==> src/rtl/spi_pkg.sv <==
// Shared types and constants for the SPI write-only register controller.
// Frame layout is {write bit, 7-bit address, 8-bit data}, MSB first.
package spi_pkg;

  typedef enum logic [1:0] {
    ST_IDLE  = 2'd0,
    ST_SETUP = 2'd1,
    ST_SHIFT = 2'd2,
    ST_GAP   = 2'd3
  } spi_state_e;

  localparam int FRAME_W = 16;
  localparam int DIV_W   = 8;
  localparam int BIT_W   = 5;

  localparam logic WRITE_BIT = 1'b1;

  // Register map of the attached peripheral
  localparam logic [6:0] EN_OUT_7_0  = 7'h00;
  localparam logic [6:0] EN_OUT_15_8 = 7'h01;
  localparam logic [6:0] EN_PWM_7_0  = 7'h02;
  localparam logic [6:0] EN_PWM_15_8 = 7'h03;
  localparam logic [6:0] PWM_DUTY    = 7'h04;

  function automatic logic [FRAME_W-1:0] build_frame(input logic [6:0] addr,
                                                     input logic [7:0] data);
    return {WRITE_BIT, addr, data};
  endfunction

endpackage

==> src/rtl/spi_clk_div.sv <==
// Half-period tick generator: down-counter that fires every CLK_DIV clk cycles
// and reloads whenever the controller enters a new state.
module spi_clk_div
  import spi_pkg::*;
#(
  parameter int CLK_DIV = 4
) (
  input  logic clk,
  input  logic rst_n,
  input  logic restart,
  output logic tick
);

  localparam logic [DIV_W-1:0] RELOAD = DIV_W'(CLK_DIV - 1);

  logic [DIV_W-1:0] cnt_q;

  always_ff @(posedge clk or negedge rst_n) begin
    if (!rst_n) begin
      cnt_q <= '0;
    end else if (restart || (cnt_q == '0)) begin
      cnt_q <= RELOAD;
    end else begin
      cnt_q <= cnt_q - 1'b1;
    end
  end

  assign tick = (cnt_q == '0);

endmodule

==> src/rtl/spi_controller.sv <==
// SPI mode-0 write controller: latches {1, addr, data} and shifts it out MSB first.
// Optional one-entry command queue enabled by defining SPI_CTRL_QUEUE_EN.
//
// state | meaning
// IDLE  | ncs high, waiting for a command
// SETUP | ncs low, first bit on copi, sclk low for CLK_DIV cycles
// SHIFT | 16 bit periods, sclk high then low, CLK_DIV cycles each phase
// GAP   | ncs high for CLK_DIV cycles before the next frame
module spi_controller
  import spi_pkg::*;
#(
  parameter int CLK_DIV = 4
) (
  input  logic       clk,
  input  logic       rst_n,
  input  logic       cmd_valid,
  output logic       cmd_ready,
  input  logic [6:0] cmd_addr,
  input  logic [7:0] cmd_data,
  output logic       sclk,
  output logic       ncs,
  output logic       copi,
  output logic       busy,
  output logic       done
);

  localparam logic [BIT_W-1:0] LAST_BIT   = BIT_W'(FRAME_W);
  localparam logic [BIT_W-1:0] LAST_SHIFT = BIT_W'(FRAME_W - 1);

  spi_state_e         state_q, state_d;
  logic [FRAME_W-1:0] frame_q;
  logic [BIT_W-1:0]   bit_cnt_q;
  logic               sclk_hi_q;
  logic               done_q;
  logic               rdy_en_q;
  logic               tick;
  logic               restart;
  logic               accept;
  logic               start_cmd;

`ifdef SPI_CTRL_QUEUE_EN
  logic               pend_valid_q;
  logic [FRAME_W-1:0] pend_frame_q;
  logic               start_pend;

  assign cmd_ready = rdy_en_q & ~pend_valid_q;
`else
  assign cmd_ready = rdy_en_q & (state_q == ST_IDLE);
`endif

  assign accept = cmd_valid & cmd_ready;

  spi_clk_div #(.CLK_DIV(CLK_DIV)) u_clk_div (
    .clk     (clk),
    .rst_n   (rst_n),
    .restart (restart),
    .tick    (tick)
  );

  always_comb begin
    state_d   = state_q;
    start_cmd = 1'b0;
`ifdef SPI_CTRL_QUEUE_EN
    start_pend = 1'b0;
`endif
    ncs  = 1'b1;
    sclk = 1'b0;
    copi = 1'b0;
    busy = (state_q != ST_IDLE);
    done = done_q;

    case (state_q)
      ST_IDLE: begin
        if (accept) begin
          state_d   = ST_SETUP;
          start_cmd = 1'b1;
        end
      end
      ST_SETUP: begin
        ncs  = 1'b0;
        copi = frame_q[FRAME_W-1];
        if (tick) state_d = ST_SHIFT;
      end
      ST_SHIFT: begin
        ncs  = 1'b0;
        sclk = sclk_hi_q;
        copi = frame_q[FRAME_W-1];
        if (tick && !sclk_hi_q && (bit_cnt_q == LAST_BIT)) state_d = ST_GAP;
      end
      ST_GAP: begin
        if (tick) begin
`ifdef SPI_CTRL_QUEUE_EN
          // A command arriving in the last GAP cycle starts directly instead of
          // detouring through the pending register.
          if (pend_valid_q) begin
            state_d    = ST_SETUP;
            start_pend = 1'b1;
          end else if (accept) begin
            state_d   = ST_SETUP;
            start_cmd = 1'b1;
          end else begin
            state_d = ST_IDLE;
          end
`else
          state_d = ST_IDLE;
`endif
        end
      end
      default: state_d = ST_IDLE;
    endcase

    restart = (state_d != state_q);
  end

  always_ff @(posedge clk or negedge rst_n) begin
    if (!rst_n) begin
      state_q   <= ST_IDLE;
      frame_q   <= '0;
      bit_cnt_q <= '0;
      sclk_hi_q <= 1'b0;
      done_q    <= 1'b0;
      rdy_en_q  <= 1'b0;
    end else begin
      state_q  <= state_d;
      rdy_en_q <= 1'b1;
      done_q   <= (state_q == ST_SHIFT) && (state_d == ST_GAP);

      if (start_cmd) begin
        frame_q <= build_frame(cmd_addr, cmd_data);
`ifdef SPI_CTRL_QUEUE_EN
      end else if (start_pend) begin
        frame_q <= pend_frame_q;
`endif
      end else if ((state_q == ST_SHIFT) && tick && sclk_hi_q && (bit_cnt_q < LAST_SHIFT)) begin
        // Advance on the falling edge; bit 0 stays put through the last low phase.
        frame_q <= {frame_q[FRAME_W-2:0], 1'b0};
      end

      if (state_d != ST_SHIFT) begin
        sclk_hi_q <= 1'b0;
        bit_cnt_q <= '0;
      end else if (state_q != ST_SHIFT) begin
        sclk_hi_q <= 1'b1;
        bit_cnt_q <= '0;
      end else if (tick) begin
        sclk_hi_q <= ~sclk_hi_q;
        if (sclk_hi_q) bit_cnt_q <= bit_cnt_q + 1'b1;
      end
    end
  end

`ifdef SPI_CTRL_QUEUE_EN
  always_ff @(posedge clk or negedge rst_n) begin
    if (!rst_n) begin
      pend_valid_q <= 1'b0;
      pend_frame_q <= '0;
    end else if (start_pend) begin
      pend_valid_q <= 1'b0;
    end else if (accept && !start_cmd) begin
      pend_valid_q <= 1'b1;
      pend_frame_q <= build_frame(cmd_addr, cmd_data);
    end
  end
`endif

endmodule

==> config.mk <==
export PLATFORM = sky130hd
export DESIGN_NAME = spi_controller
export DESIGN_NICKNAME = d
export VERILOG_FILES = /design/src/rtl/spi_pkg.sv /design/src/rtl/spi_clk_div.sv /design/src/rtl/spi_controller.sv
export SDC_FILE = /design/constraint.sdc
export NUM_CORES = 1
export LEC_CHECK = 0
export CORE_UTILIZATION = 34
export DETAILED_ROUTE_END_ITERATION = 16
export GPL_TIMING_DRIVEN = 0
export PLACE_DENSITY = 0.58
export REMOVE_ABC_BUFFERS = 1
export SLEW_MARGIN = 20
export SYNTH_ARGS = -nofsm -noshare
export SYNTH_HDL_FRONTEND = slang
export SYNTH_SLANG_ARGS = --single-unit
==> constraint.sdc <==
create_clock -name clk -period 3.85 [get_ports clk]
set_input_delay 0.9625 -clock clk [delete_from_list [all_inputs] [get_ports clk]]
set_output_delay 0.9625 -clock clk [all_outputs]
set_load 0.05 [all_outputs]
# Yosys cells after proc, flatten, opt, wreduce, memory -nomap -nowiden
# Cells that the tools add are included.
dict set report word_totals {
  regBits 34
  latch_bits 0
  mem_bits_rw 0
  rom_bits 0
  in_bits 18
  out_inout_bits 6
  word_cells 57
  mem_count 0
}
dict set report classes {
  addsub 2
  n_mul 0
  n_div 0
  n_lt_le_gt_ge 1
  n_eq_ne 8
  shifts 0
  muxes 20
  n_bitwise 3
  n_reduce_logical 16
}
# op n
set ops {}
lappend ops {{two-way mux 16 bit} 2}
lappend ops {{two-way mux 5 bit} 4}
lappend ops {{zero test 8 bit} 1}
lappend ops {{two-way mux 1 bit} 8}
lappend ops {{two-way mux 2 bit} 4}
lappend ops {{two-way mux 8 bit} 1}
lappend ops {{case mux 2 bit (4 select lines)} 1}
lappend ops {{subtractor 8 x 1 -> 8 bit (second input constant)} 1}
lappend ops {{== test 2 bit (second input constant)} 3}
lappend ops {{logical AND 1 bit} 6}
lappend ops {{nonzero test 3 bit} 2}
lappend ops {{adder 5 x 1 -> 5 bit (second input constant)} 1}
lappend ops {{== test 5 bit (second input constant)} 1}
lappend ops {{< comparator 5 x 4 -> 1 bit (second input constant)} 1}
lappend ops {{inequality test 2 bit (second input constant)} 2}
lappend ops {{nonzero test 2 bit} 2}
lappend ops {{bitwise AND 1 bit} 2}
lappend ops {{== test 2 x 1 -> 1 bit (second input constant)} 1}
lappend ops {{zero test 2 bit} 1}
lappend ops {{inequality test 2 bit} 1}
lappend ops {{AND reduction 2 bit} 1}
lappend ops {{OR reduction 2 bit} 1}
lappend ops {{zero test 1 bit} 1}
lappend ops {{logical OR 1 bit} 1}
lappend ops {{inverter 1 bit} 1}

# Logic depth before layout (Yosys ltp)
dict set report logic_depth {
  word_depth 8
  depth_mapped 7
  mapped_depth_nobuf 6
}

# Hierarchy
# Synthesis repeated with hierarchy kept, for this count alone.
dict set report hier_totals {
  hier_cells 177
  area_unflattened_um2 1790.5
}
# module n_inst cells_each area_each_um2 seq_area_each_um2
set modules_own_cells {}
lappend modules_own_cells {spi_controller 1 136 1371.3 650.6}
lappend modules_own_cells {spi_clk_div 1 41 419.2 200.2}

# Worst setup path after synthesis
# Ideal clock, no wire load.
dict set report synth_path {
  path_kind {register -> output}
  start {reg state_q[0]}
  end {out sclk}
  t_arrival_ps 1397
  required_time_ps 2888
  slack_ps 1490
  path_stages_with_launch 5
  n_path_buf 1
  cell_sequence {dfrtp_1 inv_1 ha_1 clkbuf_1 and2_1}
}
dict set report synth_via {
  elab_chain_cells 2
}
# item line_no
set synth_lines {}
lappend synth_lines {{start: declaration} spi_controller.sv:30} ;# spi_state_e state_q, state_d;
lappend synth_lines {{start signal: assignment} spi_controller.sv:124} ;# state_q <= state_d;
lappend synth_lines {{== test 2 bit} spi_controller.sv:72} ;# case (state_q)
lappend synth_lines {{two-way mux 1 bit} spi_controller.sv:72}
lappend synth_lines {{end: declaration} spi_controller.sv:20} ;# output logic sclk,
# Every way passes these cells.

# Final worst setup path
# Ends and elaborated chain as after synthesis.

==> reports/metrics.cfg <==
[detailed_routing]
drtIter0Drc = 89
drc = 0
antenna_left = 0
wl_per_cell_um = 11.5
wirelength_um = 3140
vias_per_cell = 4.78
dr_total_vias = 1300
drtPass1Iterations = 4

[setup_path]
worstSetupPathType = flip-flop to primary output
worst_setup_path_start_kind = flip-flop
crit_arrival_ps = 2230
cp.required_ps = 2890
worst-path-max-fanout = 11
crit_path_end_kind = primary output

[cts]
ctsLongestPathBuffers = 2
post_cts_buffers = 0
cts_inserted_buffers = 5
clkTransAtPathRegs_ps = 60
cts.sink_count = 34
clk_latency_ps = 280
cts-root-buf = clkbuf_8
cts_hold_buf = 0
cts_tree = yes
cts_resized = 0
htree_levels = 2

[place]
placement.io_buffers = 23
dpl.hpwl_um = 2210
finalWeightedCongestion = 0.718

[final_layout]
multi_input_area_um2 = 911
fin_util_pct = 43.2
antenna_cells = 0
fillers = 521
final_nets = 230
final_layout_size_suffix_gt1_share_pct = 9.41
area_growth_pct = 21.6
seqCellArea_um2 = 851

[timing]
worst_pin_slew_ps = 713
final.period_utilization_pct = 83.0
final_max_slew_viol_count = 0
timing.final.hold_violations = 0
max_slew_margin_pct = 52.4
fin_worst_skew_ps = 6.66
fmax_ghz = 0.313
rsz0062_at_grt = no
setup_viol_count_final = 0
fin_tns_setup_ps = 0
post-route-min-period_ps = 3190

[power]
total_leakage_power_nw = 1.04
p_clk_share_pct = 17.6
pwr-share-seq_pct = 39.0
p_int_mw = 0.887
comb_power_share_pct = 43.4
switching_share_pct = 40.0
vdd_drop_max_mv = 0.319
switchingPower_mw = 0.591
powerDensity_mw_per_mm2 = 666

[yosys]
postSynthCellCount = 177
synth_seq_cells = 34
ys_warn_count = 0
synth_area_mm2 = 0.00182
yosysSeqAreaShare_pct = 46.6
synth.avg_cell_area_um2 = 10.3
yosys.cell_types.count = 41

[run_status]
status = finished clean

[global_route]
grt_max_degree = 33
first_global_vias = 1275
grt_pass1_wl_um = 5630
overflow = 0
grt_use_total_pct = 13.4
antenna_found_initial = 0

[die]
core_mm2 = 0.00514
die-height_um = 75.3
die_x_um = 75.3
rows = 26
boundaryPins = 24
initial_utilization_pct = 35.5
fp.dieArea_mm2 = 0.00566

[job]
maxCapViolations = 0

[hold_path]
hp-class = primary input to async pin

[stage by stage]
stage | setup slack, ps | hold slack, ps | instance area (um^2) | power (mW) | std cells
6_report | 656 | 488 | 2220 | 1.48 | 272
5_1_grt | 555 | 481 | 2220 | 1.60 | 272
4_1_cts | 654 | 479 | 2210 | 1.49 | 272
3_5_place_dp | 392 | 487 | 2130 | 1.23 | 266
3_3_place_gp | 373 | 485 | 2120 | 1.22 | 265
2_1_floorplan | 1420 | 460 | 1800 | 1.05 | 172
[worst paths after layout]
check,endpoint,cells past startpoint,slack (ps),startpoint
min in group clk,frame_q[15],2,500,frame_q[14]
max,sclk,4,660,state_q[0]
max reg2reg,bit_cnt_q[1],6,1490,state_q[1]
min reg2reg,frame_q[15],2,500,frame_q[14]
max in group asynchronous,frame_q[5],2,3000,rst_n
min,frame_q[14],1,490,rst_n
[state kept, by name, summed over array words and instances (netlist names)]
name and cells:
frame_q 16, done 1, sclk_hi_q 1, u_clk_div.cnt_q 8, rdy_en_q 1, bit_cnt_q 5, state_q 2
[layout make-up]
type	instances	share of cell area [%]
timing repair buffer	24	11.1
clock buffer	6	3.72
sequential	34	38.4
inverter	11	1.86
multi-input combinational	127	41.1
tap	70	3.95
[worst max-delay path, stage by stage, from the launching register on]
cell             delay, ps
dfrtp_1                440
inv_1                  150
ha_1                   390
and2_1                 190
clkdlybuf4s50_1        800
[Yosys cell counts]
library cell	count	area, um^2
nand4_1	6	37.5
a21bo_2	1	10.0
nand2_2	1	6.26
xnor2_1	4	35.0
nor3_1	1	5.00
a21o_1	1	7.51
a21oi_1	17	85.1
o21ai_0	1	5.00
nor4bb_1	1	10.0
o2111ai_1	1	8.76
buf_6	1	11.3
and4_1	1	8.76
a221oi_2	1	15.0
nor2_1	30	113
or4_1	1	7.51
nor4_4	1	21.3
nor3b_2	1	12.5
nand3_1	3	15.0
o21ai_1	1	5.00
o221a_2	1	11.3
a211oi_1	1	7.51
nand2_1	3	11.3
inv_1	11	41.3
and3b_1	1	8.76
xor2_1	5	43.8
and2_1	3	18.8
nand4_4	1	21.3
conb_1	1	3.75
nor4_1	2	12.5
or2_1	1	6.26
nor4b_1	1	8.76
or2_2	2	12.5
nand4b_1	1	8.76
ha_1	9	113
and3_1	2	12.5
o31ai_1	1	7.51
dfrtp_1	34	851
a21boi_0	2	15.0
nor4b_2	1	15.0
clkbuf_1	4	15.0
mux2i_1	16	160
[power by group through the flow]
stage	sequential, mW	combinational, mW	clock, mW
after CTS	0.577	0.645	0.266
final	0.577	0.641	0.259
after floorplan	0.563	0.488	0
after global routing	0.599	0.723	0.283
after global placement	0.581	0.637	0
after detailed placement	0.583	0.643	0
[routing by layer]
metal | up-vias | global-route usage, % | part of all wire [%]
met5 | - | 0 | 0
met4 | 0 | 5.56 | 1.4
met3 | 6 | 2.95 | 2.7
met2 | 20 | 21.1 | 47
met1 | 612 | 17.8 | 49
li1 | 662 | - | -
[kinds of logic (layout without fill, tap and decap cells)]
group | Yosys count | count (layout) | synth area share [%]
xor+xnor | 9 | 9 | 4.32
other cells | 1 | 1 | 0.206
fa+ha+maj | 9 | 9 | 6.17
mux | 16 | 16 | 8.78
buf+inv | 16 | 41 | 3.70
simple gates | 64 | 64 | 20.4
compound gates | 28 | 28 | 9.74
flops | 34 | 34 | 46.6
[layout by cell type, fill, tap and decap left out, types with 2 or more instances in the layout]
cell             netlist  layout
or2_2                  2       2
inv_1                 11      11
nor2_1                30      30
nand2_1                3       3
a21boi_0               2       2
a21oi_1               17      17
nand4_1                6       6
and2_1                 3       3
dfrtp_1               34      34
nand3_1                3       2
nor4_1                 2       2
ha_1                   9       9
clkdlybuf4s50_1        0      22
xnor2_1                4       4
mux2i_1               16      16
xor2_1                 5       5
and3_1                 2       2
clkbuf_8               0       6
(Power assumes the default switching activity.)
